--- config.mk ---
export PLATFORM = sky130hd
export DESIGN_NAME = vocab_matcher
export DESIGN_NICKNAME = d
export VERILOG_FILES = /design/src/rtl/vocab_matcher.sv
export SDC_FILE = /design/constraint.sdc
export NUM_CORES = 1
export LEC_CHECK = 0
export BUFFER_PORTS_ARGS = -buffer_cell sky130_fd_sc_hd__clkbuf_2
export CORE_AREA = 4 4 189 191
export DETAILED_ROUTE_END_ITERATION = 8
export DIE_AREA = 0 0 193 195
export PLACE_DENSITY = 0.89
export SLEW_MARGIN = 20
export SYNTH_ARGS = -nofsm -noshare
export SYNTH_HDL_FRONTEND = slang
export SYNTH_SLANG_ARGS = --single-unit
--- constraint.sdc ---
create_clock -name clk -period 6 [get_ports clk]
set_input_delay 0.6 -clock clk [delete_from_list [all_inputs] [get_ports clk]]
set_output_delay 0.6 -clock clk [all_outputs]
set_load 0.1 [all_outputs]
--- src/rtl/vocab_matcher.sv ---
// -----------------------------------------------------------------------------
// vocab_matcher
// Writable vocabulary of 2**ADDR_WIDTH fixed-width, NUL-padded words with a
// ready/valid lookup port. Each lookup scans an inclusive, optionally wrapping
// address range at one entry per cycle. It runs in exact-match or
// longest-prefix mode.
//
// Ports
//   clk, rst_n        clock / asynchronous active-low reset
//   wr_en/addr/data   vocabulary write; committed only while idle (wr_ready)
//   in_valid/ready    request handshake; in_word, in_prefix_mode,
//                     start_addr and end_addr are sampled at acceptance
//   out_valid/ready   result handshake; result fields are held while valid
//   out_found         a match was found
//   out_index         matching entry, or the last examined entry on a miss
//   out_len           matched length in characters (0 on a miss)
//   out_null_hit      scan stopped on a null entry
//   out_wrapped       scan address stepped from all-ones to zero
// -----------------------------------------------------------------------------
module vocab_matcher #(
    parameter int                    ADDR_WIDTH  = 4,
    parameter int                    WORD_LENGTH = 3,
    parameter int                    DATA_WIDTH  = 8,
    parameter logic [DATA_WIDTH-1:0] NULL_CHAR   = 8'h00,
    localparam int                   LEN_W       = $clog2(WORD_LENGTH + 1)
) (
    input  logic                              clk,
    input  logic                              rst_n,
    input  logic                              wr_en,
    input  logic [ADDR_WIDTH-1:0]             wr_addr,
    input  logic [WORD_LENGTH*DATA_WIDTH-1:0] wr_data,
    output logic                              wr_ready,
    input  logic                              in_valid,
    output logic                              in_ready,
    input  logic [WORD_LENGTH*DATA_WIDTH-1:0] in_word,
    input  logic                              in_prefix_mode,
    input  logic [ADDR_WIDTH-1:0]             start_addr,
    input  logic [ADDR_WIDTH-1:0]             end_addr,
    output logic                              out_valid,
    input  logic                              out_ready,
    output logic                              out_found,
    output logic [ADDR_WIDTH-1:0]             out_index,
    output logic [LEN_W-1:0]                  out_len,
    output logic                              out_null_hit,
    output logic                              out_wrapped
);

    localparam int DEPTH = 2 ** ADDR_WIDTH;
    localparam int WW    = WORD_LENGTH * DATA_WIDTH;

    typedef enum logic [1:0] {ST_IDLE, ST_SCAN, ST_DONE} state_t;

    // Character 0 sits in the MSBs of a word.
    function automatic logic [DATA_WIDTH-1:0] f_char(input logic [WW-1:0] w, input int i);
        return w[(WORD_LENGTH-1-i)*DATA_WIDTH +: DATA_WIDTH];
    endfunction

    // Number of leading non-null characters.
    function automatic logic [LEN_W-1:0] f_len(input logic [WW-1:0] w);
        logic [LEN_W-1:0] len;
        logic             run;
        len = '0;
        run = 1'b1;
        for (int i = 0; i < WORD_LENGTH; i++) begin
            if (run && (f_char(w, i) != NULL_CHAR)) len = LEN_W'(i + 1);
            else                                    run = 1'b0;
        end
        return len;
    endfunction

    // First len characters of both words agree.
    function automatic logic f_prefix_eq(input logic [WW-1:0] e, input logic [WW-1:0] w,
                                         input logic [LEN_W-1:0] len);
        logic eq;
        eq = 1'b1;
        for (int i = 0; i < WORD_LENGTH; i++) begin
            if ((LEN_W'(i) < len) && (f_char(e, i) != f_char(w, i))) eq = 1'b0;
        end
        return eq;
    endfunction

    state_t                r_state, w_state_next;
    logic [WW-1:0]         r_mem [DEPTH];
    logic [WW-1:0]         r_word;
    logic                  r_prefix;
    logic [ADDR_WIDTH-1:0] r_addr, r_end;
    logic [LEN_W-1:0]      r_best_len;
    logic [ADDR_WIDTH-1:0] r_best_idx;
    logic                  r_wrapped;

    logic                  r_out_found, r_out_null_hit, r_out_wrapped;
    logic [ADDR_WIDTH-1:0] r_out_index;
    logic [LEN_W-1:0]      r_out_len;

    logic [WW-1:0]         w_entry;
    logic [LEN_W-1:0]      w_entry_len, w_word_len;
    logic                  w_is_null, w_exact, w_better, w_last;
    logic [LEN_W-1:0]      w_best_len_next;
    logic [ADDR_WIDTH-1:0] w_best_idx_next;
    logic                  w_stop, w_res_found, w_res_null;
    logic [ADDR_WIDTH-1:0] w_res_index;
    logic [LEN_W-1:0]      w_res_len;

    assign w_entry     = r_mem[r_addr];
    assign w_entry_len = f_len(w_entry);
    assign w_word_len  = f_len(r_word);
    assign w_is_null   = (f_char(w_entry, 0) == NULL_CHAR);
    assign w_exact     = (w_entry == r_word);
    assign w_last      = (r_addr == r_end);
    // Strictly longer than the best so far, so ties keep the first-scanned entry.
    assign w_better    = r_prefix && (w_entry_len != '0) &&
                         f_prefix_eq(w_entry, r_word, w_entry_len) &&
                         (w_entry_len > r_best_len);
    assign w_best_len_next = w_better ? w_entry_len : r_best_len;
    assign w_best_idx_next = w_better ? r_addr      : r_best_idx;

    always_comb begin
        w_state_next = r_state;
        w_stop       = 1'b0;
        w_res_found  = 1'b0;
        w_res_index  = r_addr;
        w_res_len    = '0;
        w_res_null   = 1'b0;
        case (r_state)
            ST_IDLE: if (in_valid) w_state_next = ST_SCAN;
            ST_SCAN: begin
                if (w_is_null) begin
                    // A held prefix candidate still counts as a match.
                    w_stop     = 1'b1;
                    w_res_null = 1'b1;
                    if (r_best_len != '0) begin
                        w_res_found = 1'b1;
                        w_res_index = r_best_idx;
                        w_res_len   = r_best_len;
                    end
                end else if (!r_prefix && w_exact) begin
                    w_stop      = 1'b1;
                    w_res_found = 1'b1;
                    w_res_len   = w_word_len;
                end else if (w_better && (w_entry_len == LEN_W'(WORD_LENGTH))) begin
                    w_stop      = 1'b1;
                    w_res_found = 1'b1;
                    w_res_len   = w_entry_len;
                end else if (w_last) begin
                    w_stop = 1'b1;
                    if (w_best_len_next != '0) begin
                        w_res_found = 1'b1;
                        w_res_index = w_best_idx_next;
                        w_res_len   = w_best_len_next;
                    end
                end
                if (w_stop) w_state_next = ST_DONE;
            end
            ST_DONE: if (out_ready) w_state_next = ST_IDLE;
            default: w_state_next = ST_IDLE;
        endcase
    end

    always_ff @(posedge clk or negedge rst_n) begin
        if (!rst_n) begin
            for (int i = 0; i < DEPTH; i++) r_mem[i] <= {WORD_LENGTH{NULL_CHAR}};
        end else if ((r_state == ST_IDLE) && wr_en) begin
            r_mem[wr_addr] <= wr_data;
        end
    end

    always_ff @(posedge clk or negedge rst_n) begin
        if (!rst_n) begin
            r_state        <= ST_IDLE;
            r_word         <= '0;
            r_prefix       <= 1'b0;
            r_addr         <= '0;
            r_end          <= '0;
            r_best_len     <= '0;
            r_best_idx     <= '0;
            r_wrapped      <= 1'b0;
            r_out_found    <= 1'b0;
            r_out_index    <= '0;
            r_out_len      <= '0;
            r_out_null_hit <= 1'b0;
            r_out_wrapped  <= 1'b0;
        end else begin
            r_state <= w_state_next;
            case (r_state)
                ST_IDLE: begin
                    if (in_valid) begin
                        r_word     <= in_word;
                        r_prefix   <= in_prefix_mode;
                        r_addr     <= start_addr;
                        r_end      <= end_addr;
                        r_best_len <= '0;
                        r_best_idx <= '0;
                        r_wrapped  <= 1'b0;
                    end
                end
                ST_SCAN: begin
                    if (w_stop) begin
                        r_out_found    <= w_res_found;
                        r_out_index    <= w_res_index;
                        r_out_len      <= w_res_len;
                        r_out_null_hit <= w_res_null;
                        r_out_wrapped  <= r_wrapped;
                    end else begin
                        r_addr     <= r_addr + ADDR_WIDTH'(1);
                        r_best_len <= w_best_len_next;
                        r_best_idx <= w_best_idx_next;
                        if (&r_addr) r_wrapped <= 1'b1;
                    end
                end
                default: ;
            endcase
        end
    end

    assign in_ready     = (r_state == ST_IDLE);
    assign wr_ready     = (r_state == ST_IDLE);
    assign out_valid    = (r_state == ST_DONE);
    assign out_found    = r_out_found;
    assign out_index    = r_out_index;
    assign out_len      = r_out_len;
    assign out_null_hit = r_out_null_hit;
    assign out_wrapped  = r_out_wrapped;

endmodule

After elaboration in Yosys (flattened, before gate mapping)
Cells that the tools add are included.

Latch bits: 0. Memories kept: 0. ROM bits: 0. Memory bits (writable): 0. Output and inout port bits: 12. Register bits after elaboration: 435. Input port bits: 66.

Equality and inequality tests: 13. Shift operators: 0. Bitwise operators: 2. $add $sub $neg: 1. Muxes and demuxes: 63. Order comparisons: 7. Multipliers: 0. Divide/modulo/power cells: 0. Reduce and logical (&&, ||, !) cells: 33.

Operators with widths (number): 384-bit bitwise mux (1); 24-bit binary-select mux with 4-bit select (1); 24-bit demux with 4-bit select (1); 24-bit two-way mux (3); 8-bit nonzero test (6); 4-bit two-way mux (11); 2-bit two-way mux (16); 1-bit two-way mux (25); 24-bit equality test (1); 8-bit inequality test (3); 4-bit one-hot mux with 2 select lines (2); 1-bit logical AND (14); 5-bit >= comparator, second input constant (2); 4-bit inverter with 5-bit output (2); 8-bit logical NOT (1); 2-bit inequality test, second input constant (4); 4-bit AND reduction (2); 2-bit nonzero test (4); 2-bit one-hot mux with 3 select lines (1); 3-bit AND reduction (2); 5-bit by 1-bit < comparator with 1-bit output, second input constant (1); 4-bit by 1-bit adder with 4-bit output, second input constant (1); 2-bit equality test, second input constant (2); 4-bit equality test (1); 10 further kinds (12).

Depth between registers and ports, before layout
Depth after elaboration: 25. Depth in mapped cells: 21. Depth with buffers taken out: 15.

Worst setup path after synthesis
OpenSTA, ideal clock, no wires.

Kind: register to register. From: register r_addr[1]. To: register r_out_found, in the netlist out_found. Setup slack: 1.577 ns. Data arrival time: 4.296 ns. Setup time: 0.126 ns. Buffers on the path: 4. Data required time: 5.874 ns. Cell stages (with the launch flop): 19. Cells stage by stage: dfrtp_1 -> buf_6 -> buf_8 -> mux4_2 -> mux2i_1 -> nand2_1 -> or4_1 -> o21ai_1 -> clkbuf_1 -> nor2_1 -> ha_1 -> o21ai_0 -> nand2_1 -> a211oi_1 -> o21ai_2 -> or2_1 -> buf_6 -> o22ai_4 -> mux2_4.

Word-level cells in the longest chain between the ends: 24. Elaborated cells on any way between the ends: 51. Those cells by class: order compare (4); eq/ne (6); mux (23); bitwise (1); reduce/logical (17).

RTL lines: from (decl) (RTL line 86) `logic [ADDR_WIDTH-1:0] r_addr, r_end;`; from (signal assigned) (RTL line 189) `r_addr <= start_addr;`; from (signal assigned) (RTL line 204) `r_addr <= r_addr + ADDR_WIDTH'(1);`; 4-bit inverter with 5-bit output (implied by the code) (RTL line 104) `assign w_entry = r_mem[r_addr];`; 24-bit binary-select mux with 4-bit select (RTL line 104); 24-bit two-way mux (implied by the code) (2 in series) (RTL line 104); 8-bit nonzero test (RTL line 65) `if (run && (f_char(w, i) != NULL_CHAR)) len = LEN_W'(i + 1);`; 1-bit two-way mux (RTL line 65); 1-bit logical AND (RTL line 65); 1-bit two-way mux (RTL line 65); 1-bit logical AND (RTL line 65); [7 not listed]; 1-bit logical AND (RTL line 112) `f_prefix_eq(w_entry, r_word, w_entry_len) &&`; 2-bit two-way mux / 1-bit logical AND (equally long branches) (RTL line 114, 140); 2-bit nonzero test / 1-bit two-way mux (equally long branches) (RTL line 146, 140); 1-bit two-way mux (on tied branches) (RTL line 146, 136); 1-bit two-way mux (on tied branches) (RTL line 144, 127); 1-bit two-way mux (on tied branches) (RTL line 140, 124); 1-bit two-way mux (on tied branches) (RTL line 136, 124); 1-bit two-way mux / 2-bit AND reduction (equally long branches); to (signal assigned) (RTL line 198) `r_out_found <= w_res_found;`; to (decl) (RTL line 91) `logic r_out_found, r_out_null_hit, r_out_wrapped;`.

Several ways; a longest one is shown, not always the timed one. The select of a mux whose other input is x is not followed. A chain may end at the register's enable or synchronous reset.

Worst setup path in the final report
From: register r_addr[0]. To: register r_out_wrapped, in the netlist out_wrapped.

Word-level cells in the longest chain between the ends: 24. Elaborated cells on any way between the ends: 44. Those cells by class: order compare (4); eq/ne (6); mux (17); bitwise (1); reduce/logical (16).

RTL lines: 4-bit inverter with 5-bit output (implied by the code) (RTL line 104); 24-bit binary-select mux with 4-bit select (RTL line 104); 24-bit two-way mux (implied by the code) (2 in series) (RTL line 104); 8-bit nonzero test (RTL line 65); 1-bit two-way mux (RTL line 65); 1-bit logical AND (RTL line 65); 1-bit two-way mux (RTL line 65); 1-bit logical AND (RTL line 65); [6 not listed]; 1-bit logical AND (RTL line 111) `assign w_better = r_prefix && (w_entry_len != '0) &&`; 1-bit logical AND (RTL line 112); 1-bit logical AND (RTL line 140) `end else if (w_better && (w_entry_len == LEN_W'(WORD_LENGTH))) begin`; 1-bit two-way mux (RTL line 140); 1-bit two-way mux (RTL line 136) `end else if (!r_prefix && w_exact) begin`; 1-bit two-way mux (*) (RTL line 127) `if (w_is_null) begin`; 1-bit two-way mux (*) (2 in series) (RTL line 124) `case (r_state)`; 2-bit AND reduction (no source line) (*); to (signal assigned) (RTL line 202) `r_out_wrapped <= r_wrapped;`; to (decl) (RTL line 91).

Every way passes the cells marked *; elsewhere a longest branch is shown, timed or not. The select of a mux whose other input is x is not followed.

==> out/qor.yml <==
io_pins: 78
fin_nets: 1640
post_cts_buffers: 0
yosys_warnings: 0
powerDensity_mw_per_mm2: 583.8
track_usage_pct: 28.98
drv_cap: 0
drt_iter0_markers: 1337
ys_seq_elements: 435
start_util_pct: 61.06
endpoint_kind: "flip-flop"
nFillCells: 2117
overflow: 0
wl_per_cell_um: 26.69
insertion_delay_ps: 560
h-tree-depth: 2
rsz0062_at_grt: "false"
cts_resized: 0
clk_path_buf_depth: 3
critPathMaxFanout: 36
dr_total_vias: 13791
cts-root-buf: "clkbuf_16"
required_ps: 6440
total_power_mw: 13.59
cts_made_buffers: 43
worst_slew_pin_slew_ps: 1230
finClkSkew_ps: 19.45
core_mm2: 0.03412
wl_um: 55070
switchingPower_mw: 5.042
globalplace.congestion: 0.9628
worstPathArrival_ps: 5770
synth.avg_cell_area_um2: 13.71
synth_edf_count: 0
layout-drive-gt1-share_pct: 42.68
post-route-period-util_pct: 88.82
internal_power_mw: 8.543
slew_headroom_pct: 17.78
grt_max_degree: 201
ys.flop_type: "dfrtp_1"
syn_nets: 1587
final_util_pct: 68.21
final_max_slew_viol_count: 0
outcome: "complete, no violations"
mostFrequentLayoutCell: "dfrtp_1"
syn_area_mm2: 0.02083
grt_antenna_before_repair: 3
clkPwrFrac_pct: 20.1
die_area_mm2: 0.03764
core.rowCount: 68
grt_pass1_wl_um: 84080
final_cell_mix: "dfrtp_1 (432), mux2_2 (394), nand2_1 (134), mux2i_1 (93), clkbuf_2 (76)"
final_hold_viol_count: 0
yosysUniqueCellTypes: 68
min_path_type: "in -> reg"
die_y_um: 195
cp-start-kind: "flip-flop"
yosysSeqAreaShare_pct: 52.26
critical_path_class: "reg -> reg"
antenna_left: 0
path_clk_slew_ps: 60
drc: 0
seqPwrFrac_pct: 39.2
io_buffers: 77
tns_ps: 0
cts.sinks: 435
place_hpwl_um: 32690
fin_crit_ps: 5329
p_leak_nw: 10.75
avgViaCountPerCell: 6.685
syn_inst: 1519
async_flop_share_pct: 100.0
switching_share_pct: 37.11
grt_pass1_vias: 14504
first_pass_iters: 6
p_comb_share_pct: 40.7
finalSetupViolCount: 0
cts_tree: "yes"
fmax_mhz: 187.6
die_w_um: 193
peakVddDrop_mv: 0.3878
area_growth_pct: 11.72
-- path summary, 6_finish.rpt --
kind / start / endpoint / slack [ps] / depth (start not counted)
setup reg to reg: r_addr[0] / out_wrapped / 670 / 15
min in group asynchronous: rst_n / r_mem[252] / 550 / 2
max in group asynchronous: rst_n / r_mem[121] / 4070 / 4
hold / removal: in_word[10] / r_word[10] / 250 / 3
hold reg to reg: r_mem[98] / r_mem[98] / 500 / 1
setup / recovery: r_addr[0] / out_wrapped / 670 / 15
-- flip-flops by register name, summed over array words and instances, names as in the netlist, 2 cells and up --
| name | cells |
|---|---|
| r_mem | 384 |
| r_word | 24 |
| out_index | 4 |
| r_addr | 4 |
| r_best_idx | 4 |
| r_end | 4 |
| out_len | 2 |
| r_best_len | 2 |
| r_state | 2 |
-- worst max-delay path: stages, from the launching register on --
cell and delay [ps]:
dfrtp_2 1020, inv_1 480, buf_12 310, mux2i_1 320, nand3_1 140, nor4_1 390, o21ba_2 260, nor2_1 100
ha_1 310, o21ai_0 160, nand2_1 120, a211oi_1 410, o21ai_2 170, or2_1 380, o22ai_4 280, mux2_4 340
-- final cells by class --
class                           count  area [µm²]  area share (%)
Tap cell                          455       569.3           2.446
Clock buffer                       60        1281           5.505
Clock inverter                     18       165.2          0.7097
Multi-Input combinational cell    963        9425           40.50
Inverter                           13       48.80          0.2097
Sequential cell                   435       10890           46.81
Timing Repair Buffer              116       880.8           3.785
Antenna cell                        3       7.507         0.03226
-- power groups by stage --
stage	clock network [mW]	registers (mW)	logic, mW
after floorplan	0	4.91	4.20
after global placement	0	5.15	5.09
after detailed placement	0	5.26	5.32
after CTS	2.74	5.26	5.42
after global routing	2.88	5.44	5.87
final	2.74	5.33	5.52
-- per-layer routing --
layer	up-vias	part of all wire [%]	wire length, µm	global-route usage (%)
met4	0	3.9	2162	11.88
met5	-	0	0	0
met3	197	9.6	5272	6.954
met2	751	48	26560	46.48
li1	5652	-	-	-
met1	7191	38	21070	38.39
-- cells by family after synthesis --
| logic type | share of synthesized area, % |
|---|---|
| XOR/XNOR | 1.261 |
| AND/OR/NAND/NOR | 5.952 |
| flip-flops | 52.26 |
| multiplexers | 33.66 |
| adder cells (fa/ha/maj) | 0.1201 |
| buffers and inverters | 2.775 |
| AO/OA/AOI/OAI | 3.976 |
-- through the flow --
stage | instance area, µm² | hold slack [ps] | std cells | setup slack [ps]
CTS | 23140 | 236.4 | 2055 | 731.5
global route | 23270 | 248.6 | 2063 | 412.6
detailed placement | 21680 | 486.9 | 1976 | 757.8
floorplan | 20830 | 304.4 | 1519 | 1577
finish | 23270 | 247.6 | 2063 | 670.8
global placement | 21630 | 481.4 | 1974 | 1057
-- synthesized netlist by cell type, drive strengths merged, types with 13 or more instances --
cell type  instances  area (µm²)
mux2             397        4482
mux2i             93       930.9
xnor2             20       175.2
inv               13       48.79
dfrtp            435       10890
mux4              71        1599
nand2            135       506.7
o21ai             18       93.84
a21oi             14       73.82
nand3             19       95.09
buf               40       274.0
clkbuf            68       255.2
nor2              27       108.9
a22oi             17       127.6
-- what timing repair did --
item,in CTS,in global routing
hold endpoints to repair,47,0
setup endpoints to repair,0,0
hold buffers,1,0
(Power assumes the default switching activity.)
